--- src/rtl/alu_pkg.sv ---
// Shared definitions for the two-requester ALU arbiter: opcodes, FSM states, requester ids.
// Optional build macro used by the top: ALU_ARB_FIXED_PRIO_EN (fixed priority to requester 0).
package alu_pkg;

  localparam logic [2:0] OP_ADD  = 3'b000;
  localparam logic [2:0] OP_SUB  = 3'b001;
  localparam logic [2:0] OP_RSUB = 3'b010;
  localparam logic [2:0] OP_XNOR = 3'b011;
  localparam logic [2:0] OP_AND  = 3'b100;
  localparam logic [2:0] OP_OR   = 3'b101;
  localparam logic [2:0] OP_XOR  = 3'b110;
  localparam logic [2:0] OP_ANDN = 3'b111;

  typedef enum logic [1:0] {
    ST_IDLE = 2'd0,
    ST_EXEC = 2'd1,
    ST_RESP = 2'd2
  } state_e;

  localparam logic REQ0 = 1'b0;
  localparam logic REQ1 = 1'b1;

endpackage

--- src/rtl/alu_arbiter_alu.sv ---
// Combinational W-bit ALU: add/subtract with carry-borrow and signed overflow, plus bitwise ops.
module alu_arbiter_alu
  import alu_pkg::*;
#(
  parameter int W = 4
) (
  input  logic [2:0]   op_i,
  input  logic [W-1:0] a_i,
  input  logic [W-1:0] b_i,
  output logic [W-1:0] out_o,
  output logic         co_o,
  output logic         ovf_o,
  output logic         z_o,
  output logic         n_o
);

  logic [W:0] wide;
  logic       ovf;

  // NOTE: every variable written here gets a default first, so no path leaves it unassigned (no latch).
  always_comb begin
    wide = '0;
    ovf  = 1'b0;
    unique case (op_i)
      OP_ADD: begin
        wide = {1'b0, a_i} + {1'b0, b_i};
        ovf  = (a_i[W-1] == b_i[W-1]) && (wide[W-1] != a_i[W-1]);
      end
      OP_SUB: begin
        wide = {1'b0, a_i} - {1'b0, b_i};
        ovf  = (a_i[W-1] != b_i[W-1]) && (wide[W-1] != a_i[W-1]);
      end
      OP_RSUB: begin
        wide = {1'b0, b_i} - {1'b0, a_i};
        ovf  = (b_i[W-1] != a_i[W-1]) && (wide[W-1] != b_i[W-1]);
      end
      OP_XNOR: wide = {1'b0, ~(a_i ^ b_i)};
      OP_AND:  wide = {1'b0, a_i & b_i};
      OP_OR:   wide = {1'b0, a_i | b_i};
      OP_XOR:  wide = {1'b0, a_i ^ b_i};
      OP_ANDN: wide = {1'b0, a_i & ~b_i};
    endcase
  end

  // Bitwise ops leave wide[W] at 0, so the carry flag falls out naturally.
  assign out_o = wide[W-1:0];
  assign co_o  = wide[W];
  assign ovf_o = ovf;
  assign z_o   = (wide[W-1:0] == '0);
  assign n_o   = wide[W-1];

endmodule

--- src/rtl/alu_arbiter.sv ---
// Two-requester arbiter in front of one shared ALU; registered, id-tagged response channel.
// Build macro ALU_ARB_FIXED_PRIO_EN: req0 always wins ties (default build: round-robin).
module alu_arbiter
  import alu_pkg::*;
#(
  parameter int W = 4
) (
  input  logic         clk,
  input  logic         rst_n,
  input  logic         req0_valid,
  output logic         req0_ready,
  input  logic [2:0]   req0_op,
  input  logic [W-1:0] req0_a,
  input  logic [W-1:0] req0_b,
  input  logic         req1_valid,
  output logic         req1_ready,
  input  logic [2:0]   req1_op,
  input  logic [W-1:0] req1_a,
  input  logic [W-1:0] req1_b,
  output logic         rsp_valid,
  input  logic         rsp_ready,
  output logic         rsp_id,
  output logic [W-1:0] rsp_out,
  output logic         rsp_co,
  output logic         rsp_ovf,
  output logic         rsp_z,
  output logic         rsp_n
);

  state_e       state_q, state_d;
  logic         grant;
  logic         accept;
  logic         grant_q, grant_d;
  logic [2:0]   op_q, op_d;
  logic [W-1:0] a_q, a_d, b_q, b_d;
`ifndef ALU_ARB_FIXED_PRIO_EN
  logic         last_grant_q, last_grant_d;
`endif

  logic         rsp_valid_q, rsp_valid_d;
  logic         rsp_id_q, rsp_id_d;
  logic [W-1:0] rsp_out_q, rsp_out_d;
  logic         rsp_co_q, rsp_co_d, rsp_ovf_q, rsp_ovf_d;
  logic         rsp_z_q, rsp_z_d, rsp_n_q, rsp_n_d;

  logic [W-1:0] alu_out;
  logic         alu_co, alu_ovf, alu_z, alu_n;

  alu_arbiter_alu #(.W(W)) u_alu (
    .op_i  (op_q),
    .a_i   (a_q),
    .b_i   (b_q),
    .out_o (alu_out),
    .co_o  (alu_co),
    .ovf_o (alu_ovf),
    .z_o   (alu_z),
    .n_o   (alu_n)
  );

  always_comb begin
`ifdef ALU_ARB_FIXED_PRIO_EN
    grant = req0_valid ? REQ0 : REQ1;
`else
    if (req0_valid && req1_valid) grant = ~last_grant_q;
    else                          grant = req0_valid ? REQ0 : REQ1;
`endif
  end

  always_comb begin
    state_d     = state_q;
    accept      = 1'b0;
    req0_ready  = 1'b0;
    req1_ready  = 1'b0;
    grant_d     = grant_q;
    op_d        = op_q;
    a_d         = a_q;
    b_d         = b_q;
`ifndef ALU_ARB_FIXED_PRIO_EN
    last_grant_d = last_grant_q;
`endif
    rsp_valid_d = rsp_valid_q;
    rsp_id_d    = rsp_id_q;
    rsp_out_d   = rsp_out_q;
    rsp_co_d    = rsp_co_q;
    rsp_ovf_d   = rsp_ovf_q;
    rsp_z_d     = rsp_z_q;
    rsp_n_d     = rsp_n_q;

    unique case (state_q)
      ST_IDLE: begin
        if (req0_valid || req1_valid) begin
          accept     = 1'b1;
          req0_ready = (grant == REQ0);
          req1_ready = (grant == REQ1);
          state_d    = ST_EXEC;
        end
      end
      ST_EXEC: begin
        rsp_valid_d = 1'b1;
        rsp_id_d    = grant_q;
        rsp_out_d   = alu_out;
        rsp_co_d    = alu_co;
        rsp_ovf_d   = alu_ovf;
        rsp_z_d     = alu_z;
        rsp_n_d     = alu_n;
        state_d     = ST_RESP;
      end
      ST_RESP: begin
        // Payload stays in place after the handshake; only valid drops.
        if (rsp_ready) begin
          rsp_valid_d = 1'b0;
          state_d     = ST_IDLE;
        end
      end
      default: state_d = ST_IDLE;
    endcase

    if (accept) begin
      grant_d = grant;
      op_d    = (grant == REQ1) ? req1_op : req0_op;
      a_d     = (grant == REQ1) ? req1_a  : req0_a;
      b_d     = (grant == REQ1) ? req1_b  : req0_b;
`ifndef ALU_ARB_FIXED_PRIO_EN
      last_grant_d = grant;
`endif
    end
  end

  // NOTE: sequential state uses non-blocking assignments so every register samples pre-edge values.
  always_ff @(posedge clk or negedge rst_n) begin
    if (!rst_n) begin
      state_q     <= ST_IDLE;
      grant_q     <= REQ0;
      op_q        <= OP_ADD;
      a_q         <= '0;
      b_q         <= '0;
`ifndef ALU_ARB_FIXED_PRIO_EN
      last_grant_q <= REQ1;
`endif
      rsp_valid_q <= 1'b0;
      rsp_id_q    <= 1'b0;
      rsp_out_q   <= '0;
      rsp_co_q    <= 1'b0;
      rsp_ovf_q   <= 1'b0;
      rsp_z_q     <= 1'b0;
      rsp_n_q     <= 1'b0;
    end else begin
      state_q     <= state_d;
      grant_q     <= grant_d;
      op_q        <= op_d;
      a_q         <= a_d;
      b_q         <= b_d;
`ifndef ALU_ARB_FIXED_PRIO_EN
      last_grant_q <= last_grant_d;
`endif
      rsp_valid_q <= rsp_valid_d;
      rsp_id_q    <= rsp_id_d;
      rsp_out_q   <= rsp_out_d;
      rsp_co_q    <= rsp_co_d;
      rsp_ovf_q   <= rsp_ovf_d;
      rsp_z_q     <= rsp_z_d;
      rsp_n_q     <= rsp_n_d;
    end
  end

  assign rsp_valid = rsp_valid_q;
  assign rsp_id    = rsp_id_q;
  assign rsp_out   = rsp_out_q;
  assign rsp_co    = rsp_co_q;
  assign rsp_ovf   = rsp_ovf_q;
  assign rsp_z     = rsp_z_q;
  assign rsp_n     = rsp_n_q;

endmodule

--- config.mk ---
export PLATFORM = sky130hd
export DESIGN_NAME = alu_arbiter
export DESIGN_NICKNAME = d
export VERILOG_FILES = /design/src/rtl/alu_pkg.sv /design/src/rtl/alu_arbiter_alu.sv /design/src/rtl/alu_arbiter.sv
export SDC_FILE = /design/constraint.sdc
export NUM_CORES = 1
export LEC_CHECK = 0
export CAP_MARGIN = 20
export CORE_AREA = 3 3 68 70
export DETAILED_ROUTE_END_ITERATION = 16
export DIE_AREA = 0 0 71 73
export PLACE_DENSITY = 0.71
export REMOVE_ABC_BUFFERS = 1
export SETUP_SLACK_MARGIN = 0.15
export SYNTH_ARGS = -nofsm -noshare
export SYNTH_HDL_FRONTEND = slang
export SYNTH_SLANG_ARGS = --single-unit
--- constraint.sdc ---
create_clock -name clk -period 2.4 [get_ports clk]
set_input_delay 0.36 -clock clk [delete_from_list [all_inputs] [get_ports clk]]
set_output_delay 0.36 -clock clk [all_outputs]
set_load 0.02 [all_outputs]
==> results.py, run 1 <==
metrics = {
    "clock_tree": {
        "htreeDepth": 1,
        "clock-sinks": 24,
        "cts_tree": "done",
        "cts_buffers": 3,
        "path_clk_slew_ns": 0.09,
        "clock_path_buffers": 2,
        "clkLatencyLatePin_ns": 0.27,
        "cts-root-buf": "clkbuf_8",
    },
    "power": {
        "switching_share_pct": 46.1,
        "seq_power_share_pct": 21.0,
        "peakVddDrop_mv": 0.680,
        "p_leak_nw": 1.17,
        "p_comb_share_pct": 69.4,
        "powerDensity_nw_per_um2": 1530,
        "clock_power_share_pct": 9.5,
        "switchingPower_w": 0.00177,
        "p_int_w": 0.00207,
    },
    "sta": {
        "rsz0062_at_grt": "true",
        "worst_clock_skew_ns": 0.00627,
        "relSlewSlack_pct": 66.5,
        "tightestPinTransition_ns": 0.503,
        "setup_viol": 0,
        "hold_violations": 0,
        "min_period_ns": 2.18,
        "fmax_mhz": 458,
        "timing.hold.ws_ns": 0.434,
        "slew_violations": 0,
        "post-route-period-util_pct": 91.0,
    },
    "logic_synthesis": {
        "synth_edf_count": 0,
        "synthCells": 211,
        "yosysSeqAreaShare_pct": 32.5,
        "avgSynthCellArea_um2": 8.77,
        "yosys.area.top_type_share_pct": 31.1,
        "ys.flop_type": "dfrtp_1",
        "netlist_area_um2": 1850,
        "async_reset_ff_share_pct": 100,
        "yosysWarnings": 0,
        "yosys_register_bits": 24,
        "synthTopCellsByArea": "dfrtp_1, ha_1, mux2i_1",
        "synth_top_area_cell": "dfrtp_1",
        "yosys-top-cells-count": "nor2_1, dfrtp_1, a21oi_1, ha_1, nand2_1",
        "synth_most_common_cell": "nor2_1",
        "yosys.cell_types.count": 46,
    },
    "die": {
        "rows": 23,
        "dieWidth_um": 71,
        "initial_core_util_pct": 45.9,
        "die_y_um": 73,
        "fp.dieArea_um2": 5180,
        "coreArea_um2": 4030,
        "io_pins": 39,
    },
    "worst_setup_path": {
        "path_delay_family": "compound AO/OA/AOI/OAI gates",
        "rr_endpoint": "rsp_z",
        "reg2reg_slack_ns": 0.22,
        "cp.required_ns": 2.58,
        "path_cells": "inv_1, ha_1, inv_1, fa_1, o21ai_1, nand2_1, a221o_1, o41ai_2",
        "arrival_ns": 2.36,
        "worst_path_max_delay_cell": "dfrtp_1",
        "path_buf_inv": 2,
        "worst-path-max-fanout": 3,
        "path_class": "reg -> reg",
        "rr_worst_depth": 8,
        "cpPeakStageDelay_ns": 0.42,
        "startpoint": "b_q[0]",
        "endpoint_kind": "flop",
        "crit_path_frequent_cell": "inv_1",
        "crit-reg2reg-launch": "b_q[0]",
        "startpoint_type": "flop",
    },
    "detailed_routing": {
        "wl_per_cell_um": 14.4,
        "drtPass1Iterations": 5,
        "drtIter0Drc": 161,
        "wirelength_um": 4520,
        "antenna_left": 0,
        "drc": 0,
        "viasPerCell": 5.40,
        "vias": 1689,
    },
    "worst_hold_path": {
        "hp-class": "in -> async",
    },
    "grt": {
        "grt_pass1_vias": 1570,
        "grt_max_degree": 26,
        "overflow": 0,
        "gr-usage-all-layers_pct": 17.7,
        "antenna_found_initial": 0,
        "grt_pass1_wl_um": 7340,
    },
    "placed_design": {
        "place.gp.congestion": 0.837,
        "portBuffers": 38,
        "place_inst": 301,
        "dp_hpwl_um": 3280,
    },
    "layout": {
        "stdcell_count": 313,
        "n_fill_cell": 357,
        "nets": 310,
        "drive_gt1_share_pct": 17.9,
        "antennaDiodeCount": 0,
        "area_growth_pct": 36.1,
    },
    "flow_run": {
        "drv_cap": 0,
    },
    "run_status": {
        "outcome": "finished, final reports clean",
    },
}
cell usage in the layout (no fill, tap or decap), types with 3 or more instances in the layout:
cell,n
nor2_1,29
inv_2,4
buf_4,20
inv_1,14
a21oi_1,20
mux2i_1,14
nand2_1,16
dfrtp_1,23
ha_1,13
o21ai_1,4
o21ai_0,6
nor3_1,5
clkbuf_8,3
clkdlybuf4s50_1,36
nand2b_1,4
xnor2_1,3
metrics by stage:
stage	instance area [µm²]	setup slack, ns	util [%]	TNS (ns)	power, W
global route	2520	0.116	62.5	0	0.00419
global placement	2340	0.148	58.0	0	0.00319
detailed placement	2340	0.105	58.0	0	0.00322
CTS	2440	0.154	60.6	0	0.00365
floorplan	1800	-0.111	-	-0.111	0.00247
finish	2520	0.216	62.5	0	0.00384
cell families (layout without fill, tap and decap cells):
| kind of cell | count (synthesis) | after routing | synth area share, % |
|---|---|---|---|
| buf+inv | 28 | 80 | 6.49 |
| xor+xnor | 4 | 4 | 1.89 |
| simple gates | 68 | 68 | 17.0 |
| flops | 24 | 24 | 32.5 |
| fa+ha+maj | 19 | 19 | 14.1 |
| compound gates | 51 | 51 | 18.1 |
| mux | 17 | 17 | 10.0 |
routing by layer:
layer	vias up	track usage (%)	routed length [µm]
li1	833	-	-
met3	9	2.07	184
met5	-	0	0
met4	0	4.38	65
met2	51	30.0	2250
met1	796	24.4	2020
state kept, by name, indices dropped and copies added (netlist names), 2 cells and up:
name / cells
op_q: 3
rsp_out: 4
b_q: 4
a_q: 4
state_q: 2
timing repair:
| action | 4_1_cts | 5_1_grt |
|---|---|---|
| setup endpoints to repair | 3 | 5 |
| setup buffers | 4 | 4 |
| pin swaps | 0 | 6 |
| hold buffers | 0 | 0 |
| resized for setup | 1 | 14 |
| hold endpoints to repair | 0 | 0 |
power groups by stage:
stage	logic, W	registers (W)	clock network (W)
2_1_floorplan	0.00154	0.000935	0
3_3_place_gp	0.00238	0.000807	0
3_5_place_dp	0.00241	0.000817	0
4_1_cts	0.00248	0.000798	0.000369
5_1_grt	0.00296	0.000846	0.000389
6_report	0.00267	0.000809	0.000366
worst max path at each step:
stage / to / slack (ns) / cells past startpoint
final: rsp_z / 0.22 / 8
after global routing: rsp_z / 0.12 / 8
after global placement: req1_ready / 0.15 / 5
after floorplan: req1_ready / -0.11 / 2
after detailed placement: rsp_z / 0.11 / 9
after CTS: rsp_z / 0.15 / 8
layout make-up:
class                           count  area (µm²)  share of cell area (%)
Clock buffer                        3        41.3                    1.64
Clock inverter                      1        30.0                    1.19
Inverter                           18        67.6                    2.68
Multi-Input combinational cell    159        1180                    46.8
Sequential cell                    24         602                    23.9
Tap cell                           50        62.6                    2.48
Timing Repair Buffer               58         536                    21.3
Power figures use the tool's default switching activity.
==> inputs of run 2 (changes only) <==
==> constraint.sdc (replaced) <==
create_clock -name clk -period 1.95 [get_ports clk]
set_input_delay 0.2925 -clock clk [delete_from_list [all_inputs] [get_ports clk]]
set_output_delay 0.2925 -clock clk [all_outputs]
set_load 0.02 [all_outputs]
==> run 2 against run 1 <==
The flow now finishes with violations (setup timing). Largest cell class unchanged. Fmax is 1.2% higher. Critical path depth is the same. Critical endpoint unchanged. Worst hold slack worse by 0.066 ns. Highest routed layer unchanged. Critical path type unchanged. Flip-flop and latch count is the same.
==> results.py, run 2 (same netlist as run 1, synthesis figures left out) <==
metrics = {
    "run_status": {
        "outcome": "complete, but fails checks",
        "violations": "setup timing",
    },
    "layout": {
        "mostFrequentLayoutCells": "buf_4, clkdlybuf4s50_1, nor2_1",
        "final_common_cell": "buf_4",
        "multi_input_area_um2": 1290,
        "n_fill_cell": 324,
        "drive_gt1_share_pct": 33.6,
        "nets": 333,
        "fin_area_um2": 2800,
        "area_growth_pct": 51.5,
        "antennaDiodeCount": 0,
        "register_area_um2": 603,
    },
    "grt": {
        "gr-usage-all-layers_pct": 18.4,
        "busiest_layer": "met2",
        "grt_pass1_vias": 1726,
        "grt_pass1_wl_um": 7760,
        "grt_max_degree": 26,
        "overflow": 0,
        "grt_use_met1_pct": 25.0,
        "antenna_found_initial": 0,
        "use_met3_pct": 2.89,
        "grt_util_met2_pct": 30.0,
    },
    "sta": {
        "fmax_mhz": 463,
        "setup_viol": 4,
        "tightestPinTransition_ns": 0.463,
        "fin_setup_tns_ns": -0.701,
        "slew_violations": 0,
        "worst_slack_ns": -0.209,
        "min_period_ns": 2.16,
        "timing.hold.ws_ns": 0.368,
        "worst_clock_skew_ns": 0.00299,
        "hold_violations": 0,
        "relSlewSlack_pct": 69.0,
        "post-route-period-util_pct": 111,
        "rsz0062_at_grt": "true",
    },
    "detailed_routing": {
        "drc": 0,
        "viasPerCell": 5.33,
        "drtPass1Iterations": 4,
        "wirelength_um": 4770,
        "vias": 1791,
        "antenna_left": 0,
        "wl_per_cell_um": 14.2,
        "drtIter0Drc": 78,
    },
    "worst_setup_path": {
        "path_cells": "ha_2, inv_2, fa_2, nor2_1, a31oi_1, mux4_2, inv_2, o41ai_2",
        "cpPeakStageDelay_ns": 0.51,
        "worst_path_max_delay_cell": "fa_2",
        "path_buf_inv": 2,
        "reg2reg_slack_ns": -0.21,
        "crit_path_frequent_cell": "inv_2",
        "path_delay_family": "adder cells",
        "worst-path-max-fanout": 4,
        "path_class": "reg -> reg",
        "startpoint_type": "flop",
        "cp.required_ns": 2.12,
        "endpoint_kind": "flop",
        "arrival_ns": 2.33,
    },
    "power": {
        "powerDensity_nw_per_um2": 2010,
        "peakVddDrop_mv": 0.916,
        "p_leak_nw": 1.26,
    },
    "clock_tree": {
        "cts_buffers": 3,
        "clkLatencyLatePin_ns": 0.27,
        "htreeDepth": 1,
        "clock_path_buffers": 2,
        "path_clk_slew_ns": 0.09,
        "clock-sinks": 24,
        "cts-root-buf": "clkbuf_8",
        "cts_tree": "done",
        "holdBufCountCts": 0,
    },
    "placed_design": {
        "dp_hpwl_um": 3480,
        "placed_area_um2": 2520,
        "portBuffers": 38,
        "place.gp.congestion": 0.872,
    },
    "die": {
        "fp.dieArea_um2": 5180,
        "io_pins": 39,
        "coreArea_um2": 4030,
        "initial_core_util_pct": 45.9,
        "die_y_um": 73,
        "rows": 23,
        "dieWidth_um": 71,
    },
    "worst_hold_path": {
        "hp-class": "in -> async",
    },
    "flow_run": {
        "drv_cap": 0,
    },
}
## run 2: cell count changes in the layout (fill, tap and decap cells not counted), sizes merged
| cell | delta |
|---|---|
| buf | +23 |
| clkbuf | +2 |
| dlymetal6s2s | -2 |
## run 2: per-stage QoR
step | cells | utilization (%) | power, W | worst slack, ns
after floorplan | 201 | - | 0.00304 | -0.494
after global placement | 325 | 62.5 | 0.00439 | -0.184
after detailed placement | 325 | 62.5 | 0.00445 | -0.270
after CTS | 333 | 66.7 | 0.00516 | -0.196
after global routing | 336 | 69.6 | 0.00608 | -0.295
final | 336 | 69.6 | 0.00562 | -0.209
## run 2: area by class of cell
cell class | count | share of cell area (%)
clock inverters | 1 | 1.07
inverters | 18 | 2.41
well taps | 50 | 2.23
flip-flops and latches | 24 | 21.5
repair buffers | 81 | 25.1
multi-input cells | 159 | 46.2
clock buffers | 3 | 1.47
## run 2: final timing paths
| kind | from | to | cells past startpoint |
|---|---|---|---|
| worst max register to register | a_q[0] | rsp_z | 8 |
| worst min-delay path | rst_n | rsp_out[0] | 2 |
| worst max-delay path | a_q[0] | rsp_z | 8 |
| max in group asynchronous | rst_n | last_grant_q | 2 |
| worst min register to register | grant_q | rsp_id | 2 |
| min in group clk | grant_q | rsp_id | 2 |
## run 2: metal layers
| layer | up-vias | routed length, µm |
|---|---|---|
| met4 | 0 | 72 |
| met5 | - | 0 |
| met1 | 862 | 2090 |
| li1 | 880 | - |
| met3 | 8 | 171 |
| met2 | 41 | 2430 |
## run 2: repair_timing
action,CTS,global route
setup endpoints to repair,8,8
setup buffers,4,3
pin swaps,13,8
gates resized for setup,23,31
endpoints found under the hold margin,0,0
## run 2: report_power, final
part           total [W]  leakage, nW  internal (W)  switching, W
clock network   0.000444       0.0357      0.000275      0.000169
logic            0.00423        0.948       0.00214       0.00209
registers       0.000951        0.279      0.000751      0.000200
